File: src/rtl/marker_centroid_multi.sv
// marker_centroid_multi: per-channel colour-masked marker centroids.
// Frame sums feed one shared restoring divider after each frame end.
module marker_centroid_multi #(
  parameter int IMG_W   = 320,
  parameter int IMG_H   = 240,
  parameter int PIX_W   = 12,
  parameter int N_CH    = 2,
  parameter int MIN_PIX = 4,
  localparam int XW     = $clog2(IMG_W),
  localparam int YW     = $clog2(IMG_H),
  localparam int CW     = $clog2(IMG_W * IMG_H + 1),
  localparam int DIV_W  = ((XW > YW) ? XW : YW) + CW
) (
  input  logic                  clk,
  input  logic                  rst,
  input  logic                  vsync,
  input  logic                  pix_valid,
  input  logic [PIX_W-1:0]      pixel,
  input  logic [N_CH*PIX_W-1:0] match_val,
  input  logic [N_CH*PIX_W-1:0] match_mask,
  output logic [N_CH*XW-1:0]    cx,
  output logic [N_CH*YW-1:0]    cy,
  output logic [N_CH-1:0]       found,
  output logic                  res_valid,
  output logic                  busy,
  output logic                  overrun
);

  localparam int NS  = 2 * N_CH;
  localparam int SW  = $clog2(NS);
  localparam int CHW = (N_CH > 1) ? $clog2(N_CH) : 1;
  localparam int KW  = $clog2(DIV_W + 1);
  localparam int SXW = XW + CW;
  localparam int SYW = YW + CW;

  typedef enum logic [1:0] {
    S_IDLE,
    S_DIV,
    S_DONE
  } state_t;

  state_t state;

  logic          vsync_q;
  logic          fe;
  logic          acc_en;
  logic [XW-1:0] x;
  logic [YW-1:0] y;
  logic          full;
  logic [N_CH-1:0] hit;

  logic [SXW-1:0] sum_x  [N_CH];
  logic [SYW-1:0] sum_y  [N_CH];
  logic [CW-1:0]  cnt    [N_CH];
  logic [SXW-1:0] snap_x [N_CH];
  logic [SYW-1:0] snap_y [N_CH];
  logic [CW-1:0]  snap_n [N_CH];

  logic [SW-1:0]    slot;
  logic [KW-1:0]    step;
  logic [DIV_W-1:0] quo;
  logic [CW-1:0]    rem;

  logic [CHW-1:0]   ch_sel;
  logic [CW-1:0]    dvs;
  logic [DIV_W-1:0] dvd;
  logic [CW:0]      rs;
  logic [CW-1:0]    sub;
  logic             ge;
  logic [DIV_W-1:0] quo_nxt;
  logic [CW-1:0]    rem_nxt;
  logic             ok;
  logic             last_step;
  logic             last_slot;

  logic [XW-1:0]   stg_x [N_CH];
  logic [YW-1:0]   stg_y [N_CH];
  logic [N_CH-1:0] stg_f;
  logic [XW-1:0]   wx    [N_CH];
  logic [YW-1:0]   wy    [N_CH];
  logic [N_CH-1:0] wf;

  assign fe     = vsync & ~vsync_q;
  assign acc_en = pix_valid & ~vsync & ~full;
  assign busy   = (state != S_IDLE);

  // Per-channel masked colour compare
  always_comb begin
    hit = '0;
    for (int c = 0; c < N_CH; c++) begin
      hit[c] = ((pixel & match_mask[c*PIX_W +: PIX_W]) ==
                (match_val[c*PIX_W +: PIX_W] &
                 match_mask[c*PIX_W +: PIX_W]));
    end
  end

  // Raster position and per-channel sums for the current frame
  always_ff @(posedge clk) begin
    if (rst) begin
      vsync_q <= 1'b1;
      x       <= '0;
      y       <= '0;
      full    <= 1'b0;
      for (int c = 0; c < N_CH; c++) begin
        sum_x[c] <= '0;
        sum_y[c] <= '0;
        cnt[c]   <= '0;
      end
    end else begin
      vsync_q <= vsync;
      if (fe) begin
        x    <= '0;
        y    <= '0;
        full <= 1'b0;
        for (int c = 0; c < N_CH; c++) begin
          sum_x[c] <= '0;
          sum_y[c] <= '0;
          cnt[c]   <= '0;
        end
      end else if (acc_en) begin
        if (x == XW'(IMG_W - 1)) begin
          x <= '0;
          if (y == YW'(IMG_H - 1)) begin
            full <= 1'b1;
          end else begin
            y <= y + 1'b1;
          end
        end else begin
          x <= x + 1'b1;
        end
        for (int c = 0; c < N_CH; c++) begin
          if (hit[c]) begin
            sum_x[c] <= sum_x[c] + SXW'(x);
            sum_y[c] <= sum_y[c] + SYW'(y);
            cnt[c]   <= cnt[c] + 1'b1;
          end
        end
      end
    end
  end

  // Operand select and one restoring-division step
  always_comb begin
    ch_sel = CHW'(slot >> 1);
    dvs    = snap_n[ch_sel];
    if (slot[0]) begin
      dvd = DIV_W'(snap_y[ch_sel]);
    end else begin
      dvd = DIV_W'(snap_x[ch_sel]);
    end
    rs  = {rem, quo[DIV_W-1]};
    ge  = (rs >= {1'b0, dvs});
    sub = rs[CW-1:0] - dvs;
    if (ge) begin
      rem_nxt = sub;
      quo_nxt = {quo[DIV_W-2:0], 1'b1};
    end else begin
      rem_nxt = rs[CW-1:0];
      quo_nxt = {quo[DIV_W-2:0], 1'b0};
    end
    ok        = (dvs >= CW'(MIN_PIX));
    last_step = (step == KW'(DIV_W));
    last_slot = (slot == SW'(NS - 1));
  end

  // Staged results with the finishing quotient merged in
  always_comb begin
    for (int c = 0; c < N_CH; c++) begin
      wx[c] = stg_x[c];
      wy[c] = stg_y[c];
    end
    wf = stg_f;
    if (ok) begin
      if (slot[0]) begin
        wy[ch_sel] = quo_nxt[YW-1:0];
      end else begin
        wx[ch_sel] = quo_nxt[XW-1:0];
      end
      wf[ch_sel] = 1'b1;
    end
  end

  // Frame-end snapshot, divider sequencing and result registers
  always_ff @(posedge clk) begin
    if (rst) begin
      state     <= S_IDLE;
      slot      <= '0;
      step      <= '0;
      quo       <= '0;
      rem       <= '0;
      stg_f     <= '0;
      cx        <= '0;
      cy        <= '0;
      found     <= '0;
      res_valid <= 1'b0;
      overrun   <= 1'b0;
      for (int c = 0; c < N_CH; c++) begin
        snap_x[c] <= '0;
        snap_y[c] <= '0;
        snap_n[c] <= '0;
        stg_x[c]  <= '0;
        stg_y[c]  <= '0;
      end
    end else begin
      res_valid <= 1'b0;
      if (fe && (state != S_IDLE)) begin
        overrun <= 1'b1;
      end
      case (state)
        S_IDLE: begin
          if (fe) begin
            for (int c = 0; c < N_CH; c++) begin
              snap_x[c] <= sum_x[c];
              snap_y[c] <= sum_y[c];
              snap_n[c] <= cnt[c];
            end
            stg_f <= '0;
            slot  <= '0;
            step  <= '0;
            state <= S_DIV;
          end
        end
        S_DIV: begin
          if (step == '0) begin
            quo  <= dvd;
            rem  <= '0;
            step <= step + 1'b1;
          end else begin
            quo <= quo_nxt;
            rem <= rem_nxt;
            if (last_step) begin
              step  <= '0;
              stg_x <= wx;
              stg_y <= wy;
              stg_f <= wf;
              if (last_slot) begin
                state     <= S_DONE;
                res_valid <= 1'b1;
                found     <= wf;
                for (int c = 0; c < N_CH; c++) begin
                  if (wf[c]) begin
                    cx[c*XW +: XW] <= wx[c];
                    cy[c*YW +: YW] <= wy[c];
                  end
                end
              end else begin
                slot <= slot + 1'b1;
              end
            end else begin
              step <= step + 1'b1;
            end
          end
        end
        S_DONE: begin
          state <= S_IDLE;
        end
        default: begin
          state <= S_IDLE;
        end
      endcase
    end
  end

endmodule

File: config.mk
export PLATFORM = sky130hd
export DESIGN_NAME = marker_centroid_multi
export DESIGN_NICKNAME = d
export VERILOG_FILES = /design/src/rtl/marker_centroid_multi.sv
export SDC_FILE = /design/constraint.sdc
export NUM_CORES = 1
export LEC_CHECK = 0
export CORE_MARGIN = 5
export CORE_UTILIZATION = 60
export DETAILED_ROUTE_END_ITERATION = 6
export PLACE_DENSITY = 0.84
export SLEW_MARGIN = 20
export SYNTH_ARGS = -nofsm -noshare
export SYNTH_HDL_FRONTEND = slang
export SYNTH_SLANG_ARGS = --single-unit
File: constraint.sdc
create_clock -name clk -period 14.5 [get_ports clk]
set_clock_uncertainty 0.15 [all_clocks]
set_input_delay 2.9 -clock clk [delete_from_list [all_inputs] [get_ports clk]]
set_output_delay 2.9 -clock clk [all_outputs]
set_load 0.02 [all_outputs]
== Yosys cells after proc, flatten, opt, wreduce, memory -nomap -nowiden ==
Memories as Yosys holds them, arrays and structs flattened. A register that Yosys moved wholly into a read port is not among the register bits.
Cells that the tools add are included.
Word-level totals
  register bits: 145
  memory bits (writable): 272
  bits of input ports: 64
  output and inout port bits: 39
  memories kept: 6
Memory list
  snap_x: words 2, width 26, read ports 1, clocked after Yosys merged registers in 1, write ports 2, line 55  | logic [SXW-1:0] snap_x [N_CH];
  sum_x: words 2, width 26, read ports 2, clocked after Yosys merged registers in 0, write ports 2, line 52  | logic [SXW-1:0] sum_x [N_CH];
  snap_y: words 2, width 25, read ports 1, clocked after Yosys merged registers in 1, write ports 2, line 56  | logic [SYW-1:0] snap_y [N_CH];
  sum_y: words 2, width 25, read ports 2, clocked after Yosys merged registers in 0, write ports 2, line 53  | logic [SYW-1:0] sum_y [N_CH];
  cnt: words 2, width 17, read ports 2, clocked after Yosys merged registers in 0, write ports 2, line 54  | logic [CW-1:0] cnt [N_CH];
  snap_n: words 2, width 17, read ports 1, clocked after Yosys merged registers in 1, write ports 2, line 57  | logic [CW-1:0] snap_n [N_CH];
Operators by class
  add/sub/neg operators: 11
  $lt $le $gt $ge: 6
  equal/unequal tests: 12
  multiplexer cells: 79
  bitwise logic cells: 34
  reductions and logical operators: 19
Operators by type and width (number)
  $mux 26: 8
  $mux 25: 6
  $mux 17: 8
  $add 26x9->26: 2
  $add 25x8->25: 2
  $and 12x12->12: 4
  $mux 18: 2
  $add 17x1->17 const B: 2
  $mux 16: 2
  $mux 1: 27
  $eq 12x12->1: 2
  $mux 2: 11
  $bwmux 18: 1
  $ge 18x17->1: 1
  $mux 9: 2
  $or 1x1->1: 18
  $ge 17x3->1 const B: 1
  $sub 17x17->17: 1
  $bwmux 16: 1
  $mux 5: 3
  $reduce_and 5->1: 3
  $pmux 2 s2: 3
  $reduce_and 4->1: 3
  $ne 2x2->1 const B: 5
  30 further kinds: 43

== Longest topological paths before layout ==
Gate-level depths: netlist of run 1.
  depth after elaboration: 9
  mapped depth: 15
  depth with buffers taken out: 10

== Least setup slack after synthesis of run 1 ==
OpenSTA, ideal clock, no wires.
  path type: input -> register
  from: input vsync
  to: memory snap_n[0][0] (netlist name), enable pin
  setup time: 1.163 ns
  arrival: 5.752 ns
  required time: 13.187 ns
  slack: 7.435 ns
  cell stages on the path: 4
  buffers on the path: 1
  cell sequence: nor2b_1 -> nand2b_1 -> clkbuf_1 -> nand2_1
RTL lines
  from (decl): line 16  | input logic vsync,
  to (decl): line 57

==> flow_summary_export.csv, run 1 <==
group,metric,value,unit
clock_tree,cts_setup_buffers,0,
final_layout,synthToLayoutAreaGrowth,13.2,%
final_layout,final_cells,2584,
power,p_total,2.59,mW
power,swShare,23.1,%
worst_setup_path,reg2reg_to,"rem[11]",
worst_setup_path,worstPathRequired,14.67,ns
routing,avgViaCountPerCell,6.14,
floorplanning,initial_utilization,60.2,%
power,p_per_area,107,nW/um^2
synth,synth-edff-count,272,
min_path,hold_path_depth,2,
synth,synth_area,21300,sq um
final_layout,fin_util,68.2,%
placed_design,placed_cells,2501,
routing,wl_met2,25000,um
worst_setup_path,rr_worst_depth,11,
timing,slew_viol_final,0,
power,p_switching,597,uW
routing,ant_nets,0,
final_layout,drive_gt1_share,6.83,%
global_routing,grt-ovfl-total,0,
min_path,hold_class,"reg2reg",
clock_tree,cts_buffers,44,
final_layout,num_antenna_cells,0,
final_layout,stdcell_area,24100,sq um
floorplanning,die_w,198,um
clock_tree,cts-htree-levels,2,
timing,max_freq,176,MHz
final_layout,final_nets,2216,
min_path,hold_start,"stg_x[3]",
routing,drc,0,
routing,drt-initial-drc-count,1341,
timing,slew_headroom,25.4,%
synth,ys_seq_area_share,52.2,%
timing,fin_tns_setup,0,ns
synth,synth_fp_nets,2147,
clock_tree,path_clk_slew,0.07,ns
routing,wl_met3,3090,um
worst_setup_path,crit_type,"in2reg",
clock_tree,cts_resized,0,
placed_design,dp_slack,8.30,ns
power,p_comb_share,5.9,%
timing,rsz0062_at_grt,"no",
power,ir_drop,0.106,mV
floorplanning,dieArea,39300,sq um
power,power.internal,1.99,mW
power,pwr-share-seq,52.3,%
global_routing,grt_start_max_net_pins,100,
worst_setup_path,end_kind,"flop",
routing,wl_per_cell,19.2,um
worst_setup_path,crit_path_max_fanout,99,
synth,synth-async-reset-ratio,0,%
final_layout,layout_common_cells,"272 x edfxtp_1, 247 x nor2_1, 200 x nand2_1, 145 x dfxtp_1, 134 x and2_1",
worst_setup_path,critPathLaunchType,"input port",
synth,postSynthAreaPerCell,10.5,sq um
min_path,min_to,"cx[12]",
routing,wirelength,49600,um
final_layout,layout_commonest_cell,"edfxtp_1",
global_routing,grt_pass1_wl,80900,um
routing,dr.max_layer_used,"met4",
power,p_leak,8.34,nW
timing,hold_viol_final,0,
placed_design,dp_hpwl,33000,um
timing,setup-violations-final,0,
clock_tree,clock_path_buffers,3,
synth,yosysUniqueCellTypes,78,
timing,min_period,5.68,ns
clock_tree,cts_sinks,418,
floorplanning,core,35300,sq um
clock_tree,clk_latency,0.56,ns
clock_tree,cts_root_buf,"clkbuf_16",
routing,drtPass1Iterations,5,
final_layout,nFillCells,2522,
placed_design,gp_congestion,0.848,
timing,tightest_slew,1.11,ns
placed_design,placed_area,22600,sq um
floorplanning,rows,69,
routing,vias,15864,
placed_design,io_buffers,102,
floorplanning,io_pins,103,
timing,setup_ws,8.82,ns
synth,ys_ff_latch,418,
global_routing,track_usage,25.1,%
global_routing,antenna_found_initial,0,
worst_setup_path,arrival,5.85,ns
synth,synth_cells,2019,
clock_tree,postCtsHoldBufs,0,
synth,ys_warn_count,0,
timing,whs,0.301,ns
power,clkPwrFrac,41.8,%
synth,synth-main-ff-cell,"edfxtp_1",
job,maxCapViolations,0,
global_routing,grt_pass1_vias,15896,
worst_setup_path,worst-r2r-setup-slack,9.84,ns
clock_tree,cts_tree,"done",
run_status,outcome,"finished clean",
timing,fin_crit_sh,39.2,%
routing,drt-met1-wl,20300,um
floorplanning,die_y,198,um
## area by class of cell
type	instances	area, sq um	area share [%]
Clock inverter	29	221	0.920
Inverter	36	135	0.561
Clock buffer	52	1160	4.82
Sequential cell	418	11100	46.1
Multi-Input combinational cell	1466	9700	40.3
Tap cell	461	577	2.40
Timing Repair Buffer	122	1180	4.92
## how the worst max path moves through the flow
stage | to | slack (ns) | start | depth (start not counted)
finish | sum_x[0][47] | 8.82 | vsync | 9
floorplan | snap_n[0][0] | 7.44 | vsync | 4
detailed placement | sum_x[0][47] | 8.30 | vsync | 9
global route | sum_x[0][45] | 8.64 | vsync | 9
global placement | snap_n[1][1] | 8.42 | vsync | 6
CTS | sum_x[0][47] | 8.88 | vsync | 9
## synth_stat cells (29+ instances only)
| cell type | instances | share of area (%) |
|---|---|---|
| clkbuf_1 | 68 | 1.2 |
| edfxtp_1 | 272 | 38 |
| a21oi_1 | 104 | 2.4 |
| a211oi_1 | 29 | 1.0 |
| mux2i_1 | 58 | 2.7 |
| xor2_1 | 79 | 3.3 |
| nand2_1 | 201 | 3.5 |
| nor2_1 | 249 | 4.4 |
| xnor2_1 | 52 | 2.1 |
| inv_1 | 36 | 0.64 |
| nand3_1 | 53 | 1.2 |
| o21ai_0 | 57 | 1.3 |
| dfxtp_1 | 146 | 14 |
| nor3_1 | 48 | 1.1 |
| and2_1 | 134 | 3.9 |
| a311oi_1 | 44 | 1.8 |
| ha_1 | 59 | 3.5 |
## kinds of logic (layout without fill, tap and decap cells)
family / after synthesis / after routing / share of synthesized area (%)
and+or+nand+nor: 826 / 826 / 19.0
buffers and inverters: 135 / 239 / 2.57
AOI/OAI and AO/OA: 361 / 361 / 11.5
adders and majority gates: 64 / 64 / 3.94
muxes: 84 / 84 / 5.43
xor gates and xnor gates: 131 / 131 / 5.40
DFF: 418 / 418 / 52.2
## power groups by stage
| stage | logic (mW) | registers (mW) | clock network [mW] |
|---|---|---|---|
| 6_report | 0.153 | 1.35 | 1.08 |
| 5_1_grt | 0.167 | 1.36 | 1.15 |
| 4_1_cts | 0.151 | 1.35 | 1.09 |
| 3_5_place_dp | 0.149 | 1.38 | 0 |
| 3_3_place_gp | 0.143 | 1.37 | 0 |
| 2_1_floorplan | 0.104 | 1.36 | 0 |
## metal layers
| layer | GRT usage (%) | up-vias |
|---|---|---|
| met5 | 0.370 | - |
| met2 | 43.1 | 534 |
| met4 | 7.83 | 0 |
| met3 | 3.15 | 95 |
| met1 | 33.5 | 7746 |
| li1 | - | 7489 |
## critical path, stage by stage
cell	delay [ns]
clkdlybuf4s50_1	0.45
or3b_1	0.47
a211oi_1	0.28
nand3_1	0.11
nor2_1	0.23
a31oi_4	0.04
buf_4	0.29
buf_4	0.52
a2111oi_1	0.50
## registers in the layout, indices dropped and copies added, names as in the netlist, 17 cells and up, named ones only
signal,cells
quo,26
sum_y,50
snap_y,50
rem,17
sum_x,52
cx,18
snap_n,34
snap_x,52
stg_x,18
cnt,34
No activity file was read; power rests on OpenSTA's default activity.
==> run 2: changes to the inputs <==
==> constraint.sdc (replaced) <==
create_clock -name clk -period 5.4 [get_ports clk]
set_clock_uncertainty 0.15 [all_clocks]
set_input_delay 1.08 -clock clk [delete_from_list [all_inputs] [get_ports clk]]
set_output_delay 1.08 -clock clk [all_outputs]
set_load 0.02 [all_outputs]
==> flow_summary_export.csv, run 2 (synthesized netlist as in run 1, its figures left out) <==
group,metric,value,unit
placed_design,gp_congestion,0.872,
final_layout,final_cells,2586,
final_layout,final_nets,2219,
routing,wirelength,49600,um
power,p_per_area,289,nW/um^2
timing,min_period,3.69,ns
worst_setup_path,crit_path_max_fanout,22,
clock_tree,clock_path_buffers,3,
run_status,violations,"DRC",
worst_setup_path,worst-r2r-setup-slack,1.71,ns
final_layout,synthToLayoutAreaGrowth,13.5,%
floorplanning,dieArea,39300,sq um
global_routing,grt_pass1_vias,15545,
run_status,outcome,"finished with violations",
placed_design,placed_cells,2506,
clock_tree,postCtsHoldBufs,0,
worst_setup_path,worstPathRequired,5.74,ns
power,p_leak,8.36,nW
worst_setup_path,worst_path_max_delay_cell,"dfxtp_2",
power,clkPwrFrac,42.0,%
worst_setup_path,path_buf_inv,0,
clock_tree,clk_latency,0.56,ns
clock_tree,cts_buffers,44,
power,p_total,6.98,mW
routing,vias,15838,
timing,slew_viol_final,0,
power,swShare,22.7,%
min_path,min_to,"cx[11]",
floorplanning,die_w,198,um
clock_tree,cts_root_buf,"clkbuf_16",
routing,avgViaCountPerCell,6.12,
global_routing,grt-ovfl-total,0,
routing,drc,3,
placed_design,io_buffers,102,
job,maxCapViolations,0,
power,p_switching,1.58,mW
worst_setup_path,crit_family,"simple AND/OR/NAND/NOR gates",
power,power.internal,5.40,mW
worst_setup_path,arrival,4.04,ns
floorplanning,io_pins,103,
power,ir_drop,0.261,mV
clock_tree,cts_resized,0,
timing,slew_headroom,25.6,%
final_layout,layout_common_cells,"272 x edfxtp_1, 247 x nor2_1, 200 x nand2_1, 145 x dfxtp_1, 134 x and2_1",
clock_tree,path_clk_slew,0.07,ns
global_routing,antenna_found_initial,0,
placed_design,dp_slack,1.32,ns
final_layout,ff_latch_area,11100,sq um
final_layout,drive_gt1_share,6.96,%
final_layout,num_antenna_cells,0,
final_layout,top_regs,"snap_x (52), sum_x (52)",
clock_tree,cts_sinks,418,
worst_setup_path,end_kind,"flop",
timing,fin_crit_sh,68.4,%
timing,hold_viol_final,0,
global_routing,track_usage,25.1,%
worst_setup_path,cp.depth,8,
clock_tree,cts-htree-levels,2,
min_path,hold_class,"reg2reg",
timing,setup_ws,1.71,ns
worst_setup_path,crit_type,"reg2reg",
timing,tightest_slew,1.11,ns
timing,rsz0062_at_grt,"no",
min_path,hold_path_depth,2,
power,p_comb_share,6.0,%
global_routing,grt_start_max_net_pins,107,
clock_tree,cts_tree,"done",
routing,drtPass1Iterations,7,
timing,fin_tns_setup,0,ns
routing,drt-initial-drc-count,1250,
power,pwr-share-seq,52.0,%
worst_setup_path,crit_path_cell_trace,"mux2i_1 -> ha_1 -> nand4_1 -> or4_4 -> a211o_4 -> and3_1 -> or4_1 -> nand3_1",
min_path,hold_start,"stg_x[2]",
floorplanning,initial_utilization,60.2,%
worst_setup_path,rr_worst_depth,8,
floorplanning,rows,69,
placed_design,dp_hpwl,33500,um
routing,ant_nets,0,
worst_setup_path,critPathLaunchType,"flop",
floorplanning,die_y,198,um
clock_tree,cts_setup_buffers,0,
global_routing,grt_pass1_wl,80500,um
worst_setup_path,reg2reg_to,"rem[8]",
timing,max_freq,271,MHz
worst_setup_path,critPathMaxStageDelay,0.70,ns
final_layout,nFillCells,2511,
final_layout,multi_input_area,9690,sq um
timing,setup-violations-final,0,
floorplanning,core,35300,sq um
routing,wl_per_cell,19.2,um
final_layout,layout_commonest_cell,"edfxtp_1",
run 2: cell types whose count changed in the layout (fill, tap and decap cells not counted), moves of 2 or more:
cell and change:
buf_12 +3, clkbuf_1 +5, clkbuf_8 +2, clkinv_1 -7, clkinv_2 -4, clkinvlp_4 +4
run 2: worst max path at each step:
stage	from	endpoint	slack [ns]
final	flop	rem[8]	1.71
after global routing	flop	rem[11]	1.50
after CTS	flop	rem[16]	1.73
after detailed placement	vsync	snap_y[1][0]	1.32
after global placement	vsync	snap_y[0][10]	1.37
after floorplan	vsync	snap_n[0][0]	0.16
run 2: worst min-delay path: stages (launching register included):
cell and delay (ns):
dfxtp_1 0.31, nand2_1 0.05, a21oi_1 0.05
run 2: area by class of cell:
class	count	share of cell area (%)
Clock buffer	60	5.11
Tap cell	461	2.39
Clock inverter	20	0.700
Sequential cell	418	46.0
Timing Repair Buffer	125	5.14
Inverter	36	0.560
Multi-Input combinational cell	1466	40.1
run 2: metrics by stage:
step	hold WS (ns)	area (sq um)	utilization, %
final	0.294	24100	68.3
after global routing	0.318	24100	68.3
after CTS	0.301	24100	68.3
after detailed placement	0.291	22700	64.4
after global placement	0.288	22700	64.4
after floorplan	0.279	21300	-
run 2: layer usage:
| layer | global-route usage [%] | part of all wire, % | wire length, um |
|---|---|---|---|
| met1 | 32.4 | 41 | 20300 |
| met2 | 44.1 | 50 | 25000 |
| met3 | 3.45 | 6.2 | 3090 |
| met4 | 7.68 | 2.4 | 1200 |
| met5 | 0 | 0 | 0 |
run 2: power groups by stage:
| stage | registers, mW | logic [mW] | clock network (mW) |
|---|---|---|---|
| after floorplan | 3.66 | 0.279 | 0 |
| after global placement | 3.69 | 0.394 | 0 |
| after detailed placement | 3.70 | 0.409 | 0 |
| after CTS | 3.63 | 0.414 | 2.97 |
| after global routing | 3.64 | 0.457 | 3.10 |
| final | 3.63 | 0.416 | 2.93 |
